`src/rtl/fifo_wptr_full.sv`:
```
// fifo_wptr_full: write-domain pointer and full/almost-full/level generator
// for the asynchronous FIFO. The binary and Gray write pointers are kept in
// the clk domain. Flags are registered from a compare against the read
// pointer, which arrives already synchronized in Gray code.
// Optional: define FIFO_WOVERFLOW_EN to add the sticky woverflow output.
module fifo_wptr_full #(
  parameter int PTR_SZ       = 2,
  parameter int AFULL_THRESH = 3
) (
  input  logic              clk,
  input  logic              rst,
  input  logic              winc,
  input  logic [PTR_SZ:0]   rq2_raddr,
  output logic [PTR_SZ-1:0] waddr,
  output logic [PTR_SZ:0]   waddr_gray,
  output logic              wfull,
  output logic              walmost_full,
  output logic [PTR_SZ:0]   wlevel
`ifdef FIFO_WOVERFLOW_EN
  ,
  output logic              woverflow
`endif
);

  localparam logic [PTR_SZ:0] AFULL_LVL = (PTR_SZ+1)'(AFULL_THRESH);

  logic [PTR_SZ:0] wbin;
  logic [PTR_SZ:0] wbin_next;
  logic [PTR_SZ:0] wgray_next;
  logic [PTR_SZ:0] rbin;
  logic [PTR_SZ:0] level_next;
  logic            accepted;
  logic            full_next;
  logic            afull_next;

  // Gray-to-binary conversion of the synchronized read pointer, XOR prefix from the MSB down
  always_comb begin
    rbin         = '0;
    rbin[PTR_SZ] = rq2_raddr[PTR_SZ];
    for (int unsigned i = 0; i < PTR_SZ; i++) begin
      rbin[PTR_SZ-1-i] = rbin[PTR_SZ-i] ^ rq2_raddr[PTR_SZ-1-i];
    end
  end

  // Next pointer, next Gray code and next flag values
  always_comb begin
    accepted   = winc && !wfull;
    wbin_next  = wbin + (PTR_SZ+1)'(accepted);
    wgray_next = (wbin_next >> 1) ^ wbin_next;
    // Full when the write pointer leads the read pointer by exactly one
    // depth. In Gray code that means the two MSBs differ and the rest match.
    full_next  = (wgray_next == {~rq2_raddr[PTR_SZ:PTR_SZ-1], rq2_raddr[PTR_SZ-2:0]});
    level_next = wbin_next - rbin;
    afull_next = (level_next >= AFULL_LVL);
  end

  // Pointer and flag registers with synchronous active-low reset
  always_ff @(posedge clk) begin
    if (!rst) begin
      wbin         <= '0;
      waddr_gray   <= '0;
      wfull        <= 1'b0;
      walmost_full <= 1'b0;
      wlevel       <= '0;
    end else begin
      wbin         <= wbin_next;
      waddr_gray   <= wgray_next;
      wfull        <= full_next;
      walmost_full <= afull_next;
      wlevel       <= level_next;
    end
  end

  assign waddr = wbin[PTR_SZ-1:0];

`ifdef FIFO_WOVERFLOW_EN
  // Sticky overflow: set by any write attempt while full, cleared only by reset
  always_ff @(posedge clk) begin
    if (!rst) begin
      woverflow <= 1'b0;
    end else if (winc && wfull) begin
      woverflow <= 1'b1;
    end
  end
`endif

endmodule

```
`config.mk`:
```
export PLATFORM = sky130hd
export DESIGN_NAME = fifo_wptr_full
export DESIGN_NICKNAME = d
export VERILOG_FILES = /design/src/rtl/fifo_wptr_full.sv
export SDC_FILE = /design/constraint.sdc
export NUM_CORES = 1
export LEC_CHECK = 0
export ABC_AREA = 1
export CORE_AREA = 2 2 39 41
export DETAILED_ROUTE_END_ITERATION = 10
export DIE_AREA = 0 0 41 43
export DONT_BUFFER_PORTS = 1
export PLACE_DENSITY_LB_ADDON = 0.15
export SLEW_MARGIN = 20
export SYNTH_ARGS = -nofsm -noshare
export SYNTH_HDL_FRONTEND = slang
export SYNTH_SLANG_ARGS = --single-unit
```
`constraint.sdc`:
```
create_clock -name clk -period 2.8 [get_ports clk]
set_input_delay 0.56 -clock clk [delete_from_list [all_inputs] [get_ports clk]]
set_output_delay 0.56 -clock clk [all_outputs]
set_load 0.01 [all_outputs]
```
# Word-level counts from Yosys, hierarchy flattened
# Cells that the tools add are included.
# word_totals
wordCells,15
ff_bits,11
# classes
order_cmp,1
bitwise_logic,4
n_eq_ne,1
n_reduce_logical,2
addsub,2
# ops
op,count
3-bit by 1-bit adder with 3-bit output,1
3-bit == test,1
"3-bit by 2-bit greater-or-equal comparator with 1-bit output, second input constant",1
3-bit subtractor,1
2-bit by 3-bit XOR with 3-bit output,1
2-bit NOT,1
1-bit XOR,2
1-bit logical AND,1
1-bit logical NOT,1

# Depth between registers and ports, before layout
# logic_depth
ltp_word,5
depth_mapped,12
ltp_nobuf,12

# Least setup slack after synthesis
# No wires, ideal clock.
# synth_path
path_type,input to register
start,input port winc
end,register walmost_full
slack_ps,831
cell_stages,10
required_time_ps,2685
arrival_ps,1854
cell_sequence,inv_1 > nor2_1 > ha_1 > ha_1 > inv_1 > fa_1 > inv_1 > nand3_1 > nand3_1 > nand2_1
# synth_via
elab_chain_cells,4
# synth_rtl
item,line,text
"start, declared",12,"input logic winc,"
1-bit logical AND,47,accepted = winc && !wfull;
3-bit by 1-bit adder with 3-bit output,48,wbin_next = wbin + (PTR_SZ+1)'(accepted);
via wbin_next[1],28,logic [PTR_SZ:0] wbin_next;
3-bit subtractor,53,level_next = wbin_next - rbin;
3-bit by 2-bit greater-or-equal comparator with 1-bit output,54,afull_next = (level_next >= AFULL_LVL);
"end signal, assigned",69,walmost_full <= afull_next;
"end, declared",17,"output logic walmost_full,"
# The timed path passes the listed nets, and every way through them passes these cells.
# A chain may end at the register's enable or synchronous reset.

# Final worst setup path
# layout_path
start,register wfull
end,register walmost_full
# layout_via
elab_chain_cells,5
# layout_rtl
item,line,text
"start, declared",16,"output logic wfull,"
"start signal, assigned",68,wfull <= full_next;
1-bit logical NOT,47,
1-bit logical AND,47,
3-bit by 1-bit adder with 3-bit output,48,
via wbin_next[1],28,
3-bit subtractor,53,
3-bit by 2-bit greater-or-equal comparator with 1-bit output,54,
# The timed path passes the listed nets, and every way through them passes these cells.

==> impl_metrics.ini <==
[timing]
hold_violations = 0
post-route-min-period_ps = 1880
timing.fmax_mhz = 533
drv_slew = 0
fin_skew_ps = 6.27
slew-limit-headroom_pct = 77.2
rsz0062_at_grt = no
worstMarginPinSlew_ps = 341
finalSetupTns_ps = 0
setup_slack_ps = 923
setup_viol = 0
post-route-period-util_pct = 67.0

[clocking]
hold_buffers = 0
clk_latency_ps = 260
clockBufferDepth = 2
cts_tree = yes
cts_buffers = 3
clock_sinks = 10
post_cts_buffers = 0
htreeDepth = 1
clk_pin_slew_ps = 70
cts_resized = 0
cts_root_buffer = clkbuf_4

[setup_path]
crit_required_ps = 2950
ff2ff_path_depth = 9
cpPeakStageDelay_ps = 450
r2r_start = wfull
critical_path.n_buffers_inverters = 2
crit_type = register to register
end_kind = register
crit_slowest_cell = fa_1
crit_arrival_ps = 2030
cp_top_family = adder cells
crit_path_start_kind = register
worstPathCellList = nor2_1 -> ha_1 -> ha_1 -> inv_1 -> fa_1 -> inv_1 -> nand3_1 -> nand3_1 -> nand2_1
r2r_slack_ps = 920
cp_max_fo = 4
r2r_end = walmost_full

[placed_design]
port_buffers = 0
gp_congestion = 0.821
dpl_cell_area_um2 = 509
dp_slack_ps = 736
dp_hpwl_um = 703

[routing]
wl_per_cell_um = 10.3
vias = 400
drt_pass1_iterations = 4
first_iter_violations = 10
via_per_inst = 4.60
drt-total-wl_um = 900
ant_nets = 0
drc = 0

[die]
die_h_um = 43
die-width_um = 41
coreArea_um2 = 1380
dieArea_um2 = 1760
start_util_pct = 35.4
io_pins = 16
rows = 14

[final_layout]
final_nets = 83
fin_util_pct = 38.4
num_antenna_cells = 0
final_cell_mix = nand2_1 (19), inv_1 (15), dfxtp_1 (10)
area_growth_pct = 8.70
drive_gt1_share_pct = 5.63
mostFrequentLayoutCell = nand2_1
postLayoutCellArea_um2 = 532

[global_route]
grt_pass1_vias = 363
grt_start_max_net_pins = 6
antenna_found_initial = 0
grt_pass1_wl_mm = 1.46
overflow = 0
track_usage_pct = 13.1

[synth]
synth_top_cell_area_share_pct = 40.9
syn-num-nets = 78
syn_area_per_cell_um2 = 7.19
ys_types = 11
ys_ff_latch = 10
yosys-top-cells-area = dfxtp_1 (41%), nand2_1 (15%), inv_1 (12%)
syn_area_um2 = 489
syn_inst = 68
seq_area_frac_synth_pct = 40.9
yosys_warnings = 0
synth_top_area_cell = dfxtp_1

[hold_path]
min_from = rst
holdPathStages = 2
min_to = wbin[0]
min_path_type = input port to register

[power]
powerDensity_nw_per_um2 = 686
peakVddDrop_v = 0.000237
p_leak_nw = 0.300

[run_status]
outcome = complete, no violations

[run]
cap_violations = 0
-- layer usage --
metal	global-route usage, %	routed length, um
met5	0	0
met2	18.1	436
met3	4.71	73
met1	15.5	379
met4	10.0	10
-- kinds of logic (layout without fill, tap and decap cells) --
logic type | Yosys count | count (layout) | share of synthesized area, %
AO/OA/AOI/OAI | 1 | 1 | 1.02
adder cells (fa/ha/maj) | 4 | 4 | 11.8
flip-flops | 10 | 10 | 40.9
AND/OR/NAND/NOR | 36 | 36 | 31.2
XOR/XNOR | 2 | 2 | 3.58
buffers and inverters | 15 | 18 | 11.5
-- flip-flops by register name, indices dropped and copies added (netlist names) --
register      count
walmost_full      1
waddr_gray        3
wfull             1
wlevel            3
wbin              2
-- synthesized netlist by cell type --
| cell type | number |
|---|---|
| nand3_1 | 9 |
| fa_1 | 1 |
| nand3b_1 | 1 |
| nand2_1 | 19 |
| inv_1 | 15 |
| ha_1 | 3 |
| xor2_1 | 2 |
| nand2_2 | 1 |
| nor2_1 | 6 |
| dfxtp_1 | 10 |
| a21oi_1 | 1 |
-- cell type report --
type	instances	area, um^2
flip-flops and latches	10	200
clock buffers	3	22.5
fillers	162	852
multi-input cells	43	233
well taps	16	20.0
inverters	15	56.3
-- worst reg2reg max path: stages (launching register included) --
cell	delay [ps]
dfxtp_1	380
nor2_1	70
ha_1	180
ha_1	320
inv_1	100
fa_1	450
inv_1	70
nand3_1	60
nand3_1	90
nand2_1	50
-- power breakdown --
group          internal [mW]  switching, mW
sequential             0.166         0.0208
clock                 0.0495         0.0467
combinational         0.0320         0.0496
total                  0.248          0.117
-- metrics by stage --
| stage | power, mW | instances | hold slack [ps] |
|---|---|---|---|
| 6_report | 0.365 | 87 | 396 |
| 5_1_grt | 0.393 | 87 | 400 |
| 4_1_cts | 0.372 | 87 | 390 |
| 3_5_place_dp | 0.272 | 84 | 668 |
| 3_3_place_gp | 0.272 | 84 | 665 |
| 2_1_floorplan | 0.257 | 68 | 642 |
-- worst max path at each step --
stage,endpoint,slack [ps],cells after the start,startpoint
2_1_floorplan,walmost_full,830,10,winc
3_3_place_gp,walmost_full,750,10,winc
3_5_place_dp,walmost_full,740,10,winc
4_1_cts,walmost_full,910,9,wfull
5_1_grt,walmost_full,770,9,wfull
6_report,walmost_full,920,9,wfull
No activity file was read; power rests on OpenSTA's default activity.
